File: src/rtl/rx_serial_pkg.sv
// rx_serial_pkg: shared receiver state type and oversampling constants
package rx_serial_pkg;
    typedef enum logic [1:0] {IDLE, START, DATA, STOP} state_e;
    localparam int OVS       = 16;
    localparam int MID_START = 7;
endpackage

File: src/rtl/baud_gen.sv
// baud_gen: free-running sample tick, one pulse every dvsr_i+1 clocks
module baud_gen #(
    parameter int DVSR_W = 11
) (
    input  logic              clk_i,
    input  logic              rst_i,
    input  logic [DVSR_W-1:0] dvsr_i,
    output logic              tick_o
);
    logic [DVSR_W-1:0] cnt_q, cnt_d;
    assign tick_o = cnt_q >= dvsr_i;
    assign cnt_d  = tick_o ? '0 : cnt_q + 1'b1;
    always_ff @(posedge clk_i)
        cnt_q <= rst_i ? '0 : cnt_d;
endmodule

File: src/rtl/rx_serial_fsm.sv
// rx_serial_fsm: 16x oversampled UART receiver, LSB-first, one start and one stop bit
module rx_serial_fsm
    import rx_serial_pkg::*;
#(
    parameter int DBIT    = 8,
    parameter int SB_TICK = 16,
    parameter int DVSR_W  = 11
) (
    input  logic              clk_i,
    input  logic              rst_i,
    input  logic [DVSR_W-1:0] dvsr_i,
    input  logic              rx_i,
    output logic [DBIT-1:0]   data_o,
    output logic              done_o,
    output logic              err_o
);
    localparam int NW = DBIT > 1 ? $clog2(DBIT) : 1;
    state_e          state_q, state_d;
    logic [3:0]      s_q, s_d;
    logic [NW-1:0]   n_q, n_d;
    logic [DBIT-1:0] b_q, b_d, data_q, data_d;
    logic            err_q, err_d, done_q, done_d;
    logic [1:0]      sync_q;
    logic            rx, tick;
    assign rx     = sync_q[1];
    assign data_o = data_q;
    assign done_o = done_q;
    assign err_o  = err_q;
    baud_gen #(.DVSR_W(DVSR_W)) u_baud (
        .clk_i (clk_i),
        .rst_i (rst_i),
        .dvsr_i(dvsr_i),
        .tick_o(tick)
    );
    always_comb begin
        state_d = state_q;
        s_d     = s_q;
        n_d     = n_q;
        b_d     = b_q;
        data_d  = data_q;
        err_d   = err_q;
        done_d  = 1'b0;
        case (state_q)
            IDLE: if (!rx) begin
                state_d = START;
                s_d     = '0;
            end
            START: if (tick) begin
                if (s_q == 4'(MID_START)) begin
                    state_d = rx ? IDLE : DATA;
                    s_d     = '0;
                    n_d     = '0;
                end else
                    s_d = s_q + 1'b1;
            end
            DATA: if (tick) begin
                if (s_q == 4'(OVS - 1)) begin
                    b_d     = DBIT'({rx, b_q} >> 1);
                    s_d     = '0;
                    state_d = n_q == NW'(DBIT - 1) ? STOP : DATA;
                    n_d     = n_q == NW'(DBIT - 1) ? n_q : n_q + 1'b1;
                end else
                    s_d = s_q + 1'b1;
            end
            STOP: if (tick) begin
                if (s_q == 4'(SB_TICK - 1)) begin
                    state_d = IDLE;
                    data_d  = b_q;
                    err_d   = ~rx;
                    done_d  = 1'b1;
                end else
                    s_d = s_q + 1'b1;
            end
        endcase
    end
    always_ff @(posedge clk_i) begin
        if (rst_i) begin
            state_q <= IDLE;
            s_q     <= '0;
            n_q     <= '0;
            b_q     <= '0;
            data_q  <= '0;
            err_q   <= 1'b0;
            done_q  <= 1'b0;
            sync_q  <= 2'b11;
        end else begin
            state_q <= state_d;
            s_q     <= s_d;
            n_q     <= n_d;
            b_q     <= b_d;
            data_q  <= data_d;
            err_q   <= err_d;
            done_q  <= done_d;
            sync_q  <= {sync_q[0], rx_i};
        end
    end
endmodule

File: config.mk
export PLATFORM = sky130hd
export DESIGN_NAME = rx_serial_fsm
export DESIGN_NICKNAME = d
export VERILOG_FILES = /design/src/rtl/rx_serial_pkg.sv /design/src/rtl/baud_gen.sv /design/src/rtl/rx_serial_fsm.sv
export SDC_FILE = /design/constraint.sdc
export NUM_CORES = 1
export LEC_CHECK = 0
export CORE_ASPECT_RATIO = 0.8
export CORE_MARGIN = 1.5
export CORE_UTILIZATION = 45
export CTS_CLUSTER_DIAMETER = 150
export DETAILED_ROUTE_END_ITERATION = 10
export PLACE_DENSITY = 0.67
export SETUP_SLACK_MARGIN = 0.4
export SLEW_MARGIN = 20
export SYNTH_ARGS = -nofsm -noshare
export SYNTH_HDL_FRONTEND = slang
export SYNTH_SLANG_ARGS = --single-unit
File: constraint.sdc
create_clock -name clk_i -period 4.4 [get_ports clk_i]
set_input_delay 0.88 -clock clk_i [delete_from_list [all_inputs] [get_ports clk_i]]
set_output_delay 0.88 -clock clk_i [all_outputs]
set_load 0.05 [all_outputs]
Word-level counts from Yosys, hierarchy flattened
Cells that the tools add are included.
{"block": "totals", "ff_bits": 40, "input_bits": 14, "elab_cells": 65}
{"block": "op_classes", "add_sub_neg": 3, "magnitude_cmp": 1, "eq_ne": 15, "muxes": 25, "bitwise_logic": 3, "reduce_logical": 9}
{"cell": "$mux 4", "n": 7}
{"cell": "$mux 2", "n": 8}
{"cell": "$pmux 4 s4", "n": 1}
{"cell": "$mux 3", "n": 5}
{"cell": "$ne 2x2->1 const B", "n": 6}
{"cell": "$add 11x1->11 const B", "n": 1}
{"cell": "$ge 11x11->1", "n": 1}
{"cell": "$pmux 2 s4", "n": 1}
{"cell": "$reduce_and 7->1", "n": 1}
{"cell": "$ne 2x1->1 const B", "n": 3}
{"cell": "$pmux 3 s2", "n": 1}
{"cell": "$reduce_and 3->1", "n": 2}
{"cell": "$reduce_and 6->1", "n": 1}
{"cell": "$reduce_and 5->1", "n": 1}
{"cell": "$add 4x1->4 const B", "n": 1}
{"cell": "$eq 2x2->1 const B", "n": 2}
{"cell": "$eq 4x3->1 const B", "n": 1}
{"cell": "$eq 4x4->1 const B", "n": 1}
{"cell": "$add 3x1->3 const B", "n": 1}
{"cell": "$eq 3x3->1 const B", "n": 1}
{"cell": "$not 1->1", "n": 3}
{"cell": "$reduce_or 3->1", "n": 1}
{"cell": "$eq 2x1->1 const B", "n": 1}
{"cell": "$logic_not 2->1", "n": 1}
{"cell": "3 further kinds", "n": 4}

Longest topological paths before layout
{"block": "depth", "depth_word": 5, "ltp_mapped": 9}

Hierarchy
A second synthesis with hierarchy kept.
{"block": "hier_totals", "cells_unflattened": 220, "area_unflattened_um2": 2109.5}
{"mod": "rx_serial_fsm", "instances": 1, "cells_each": 128, "area_each_um2": 1257.5}
{"mod": "baud_gen", "instances": 1, "cells_each": 92, "area_each_um2": 852.1}

Worst setup path after synthesis
Ideal clock, no wire load.
{"block": "synth_path", "path_kind": "input port to flip-flop", "from": "input port dvsr_i[9]", "to": "register s_q[0]", "setup_ps": 121, "arrival_time_ps": 2466, "slack_ps": 1812, "stages": 8, "n_path_buf": 0, "cell_sequence": "inv_1 -> ha_1 -> a21o_1 -> a21o_1 -> a31oi_4 -> a311o_1 -> and2_4 -> mux2_4"}
{"block": "synth_via", "elab_chain_len": 3, "elab_cells_between_ends": 5, "cone_classes": "order compare (1); eq/ne (3); reduce/logical (1)"}
{"element": "start: declaration", "line": "rx_serial_fsm.sv:11", "source": "input logic [DVSR_W-1:0] dvsr_i,"}
{"element": "$ge 11x11->1 (*)", "line": "baud_gen.sv:11", "source": "assign tick_o = cnt_q >= dvsr_i;"}
{"element": "$ne 2x1->1 (no source line)"}
{"element": "$reduce_and 5->1 (no source line) (*)"}
{"element": "end signal: assignment", "line": "rx_serial_fsm.sv:79", "source": "s_q <= '0;"}
{"element": "end signal: assignment", "line": "rx_serial_fsm.sv:88", "source": "s_q <= s_d;"}
{"element": "end: declaration", "line": "rx_serial_fsm.sv:19", "source": "logic [3:0] s_q, s_d;"}
Mark *: on every way between the ends. The rest lies on a longest branch, timed or not.
A chain may end at the register's enable or synchronous reset.

Final worst setup path
Same ends and word-level chain as after synthesis.

==> reports/qor.yml <==
postCtsSetupBuffers: 0
outcome: "finished, final reports clean"
dpl.cell_count: 290
cts_hold_buf: 0
initial_core_util_pct: 47.6
ff2ff_path_depth: 8
cp.required_ns: 4.59
totalWireLength_um: 3560
firstDrtPassIters: 4
fmax_ghz: 0.350
ir_drop_v: 0.000179
nets: 269
grt_max_degree: 31
pin_count: 24
cts_resized: 0
fin_crit_ns: 2.86
n_antenna_cell: 0
synth_nets: 244
reg2reg_slack_ns: 2.18
rsz0062_at_grt: "false"
root_buffer: "clkbuf_8"
cts_tree: "yes"
clkTransAtPathRegs_ns: 0.08
ant_nets: 0
dp_hpwl_um: 2530
cp_slowest_stage_delay_ns: 0.45
crit_fanout: 8
synth_edf_count: 0
insertion_delay_ns: 0.30
dieHeight_um: 62.9
vias: 1463
drv_cap: 0
syn_to_final_growth_pct: 18.7
async_flop_share_pct: 0
avgViaCountPerCell: 4.91
slew_headroom_pct: 66.3
numCtsBuffers: 5
finalSetupViolCount: 0
rows: 21
r2r_end: "s_q[0]"
holdWs_ns: 0.417
crit_top_cell: "a21o_1"
timing.rr.start: "u_baud.cnt_q[0]"
ys_types: 45
multi_input_area_um2: 1120
crit_path_start_kind: "input port"
wl_per_cell_um: 12.0
hold_viol_final: 0
hold_depth: 1
grt_pass1_wl_um: 6330
grt.total_usage_pct: 16.9
fin_cells: 298
dpl_cell_area_um2: 2300
fillers: 396
avgSynthCellArea_um2: 9.38
cp_slowest_cell: "clkdlybuf4s50_1"
core-area_um2: 4230
yosysSeqAreaShare_pct: 39.7
first_global_vias: 1361
crit_type: "in -> reg"
clock_path_buffers: 2
post-route-period-util_pct: 64.9
tightest_slew_ns: 0.504
clock_sinks: 40
h-tree-depth: 2
initialDrtViolationCount: 88
yosysWarnings: 0
drc: 0
synthFlopType: "dfxtp_1"
die-area_um2: 4890
leakage_uw: 0.000974
netlist_area_um2: 2020
hp-class: "reg -> reg"
syn-instance-count: 215
grt.overflow.total: 0
setup_tns_ns: 0
clock_skew_ns: 0.00300
end_kind: "flop"
io_buffers: 23
final-seq-area_um2: 801
finalMaxSlewViolations: 0
hold_path_startpoint: "sync_q[0]"
hold_path_end: "sync_q[1]"
chipWidth_um: 77.8
cp.arrival_ns: 3.05
p_per_area_nw_per_um2: 286
ys_seq_elements: 40
fin_area_um2: 2390
crit_chain: "clkdlybuf4s50_1 -> inv_1 -> ha_1 -> a21o_1 -> a21o_1 -> a31oi_4 -> a311o_1 -> and2_4 -> mux2_4"
gp_congestion: 0.767
antenna_found_initial: 0
drive_above_1_share_pct: 11.6
worst max-delay path: cells and delay by family:
| kind | cells | cell delay (ns) |
|---|---|---|
| compound gates | 4 | 0.92 |
| buf+inv | 2 | 0.49 |
| mux | 1 | 0.29 |
| fa+ha+maj | 1 | 0.28 |
| simple gates | 1 | 0.18 |
cells in the final DEF (no fill, tap or decap), types with 2 or more instances in the layout:
cell type,instances
a21oi_1,9
nand2b_1,3
or2_2,2
nor2_1,32
nand3_1,13
dfxtp_1,40
nand2_1,9
a21o_1,3
a221oi_1,2
mux2i_1,19
clkbuf_8,6
clkinvlp_4,2
and3_1,4
buf_4,2
inv_1,16
ha_1,15
clkdlybuf4s50_1,23
nor2b_1,2
xor2_1,8
nand3b_1,2
nor3_1,3
where the power goes:
part	internal [µW]	switching [µW]
combinational	27.3	26.0
sequential	366	6.07
clock	127	133
total	520	165
worst max path at each step:
stage | depth (start not counted) | from | endpoint
finish | 9 | dvsr_i[9] | s_q[0]
global route | 9 | dvsr_i[2] | s_q[0]
CTS | 9 | dvsr_i[9] | s_q[0]
detailed placement | 9 | dvsr_i[9] | s_q[0]
global placement | 9 | dvsr_i[9] | s_q[0]
floorplan | 8 | dvsr_i[9] | s_q[0]
Yosys cell counts (all sizes together) (4+ instances only):
cell,n,area (µm²)
dfxtp,40,801
nor2,33,126
mux2i,19,190
inv,16,60.1
ha,15,188
nand3,13,65.1
a21oi,10,61.3
nand2,10,40.0
xor2,8,70.1
and3,5,32.5
clkbuf,4,15.0
through the flow:
step	power, µW	util, %	setup WS [ns]
after floorplan	415	-	1.81
after global placement	434	54.3	1.26
after detailed placement	434	54.3	1.23
after CTS	698	56.6	1.55
after global routing	719	56.6	1.47
final	685	56.6	1.54
metal layers:
metal	share of wire, %	track usage, %	up-vias
met3	3.7	5.69	7
met4	2.2	8.86	0
met2	37	22.4	16
met5	0	0	-
met1	57	23.8	655
li1	-	-	785
registers in the layout, indices dropped and copies added (netlist names), named ones only:
name / cells
data_o: 8
u_baud.cnt_q: 11
sync_q: 2
state_q: 1
n_q: 3
err_o: 1
done_o: 1
b_q: 8
s_q: 4
layout make-up:
type                    count  area share [%]
flip-flops and latches     40            33.5
inverters                  16            2.51
multi-input cells         152            46.7
repair buffers             25            10.2
well taps                  57            2.98
clock buffers               6            3.45
clock inverters             2           0.627
cell families after synthesis:
| group | count (synthesis) | share of synthesized area (%) |
|---|---|---|
| AO/OA/AOI/OAI | 28 | 12.0 |
| AND/OR/NAND/NOR | 80 | 19.8 |
| XOR/XNOR | 9 | 3.91 |
| buffers and inverters | 23 | 5.03 |
| adder cells (fa/ha/maj) | 15 | 9.31 |
| flip-flops | 40 | 39.7 |
| multiplexers | 20 | 10.2 |
(Power assumes the default switching activity.)
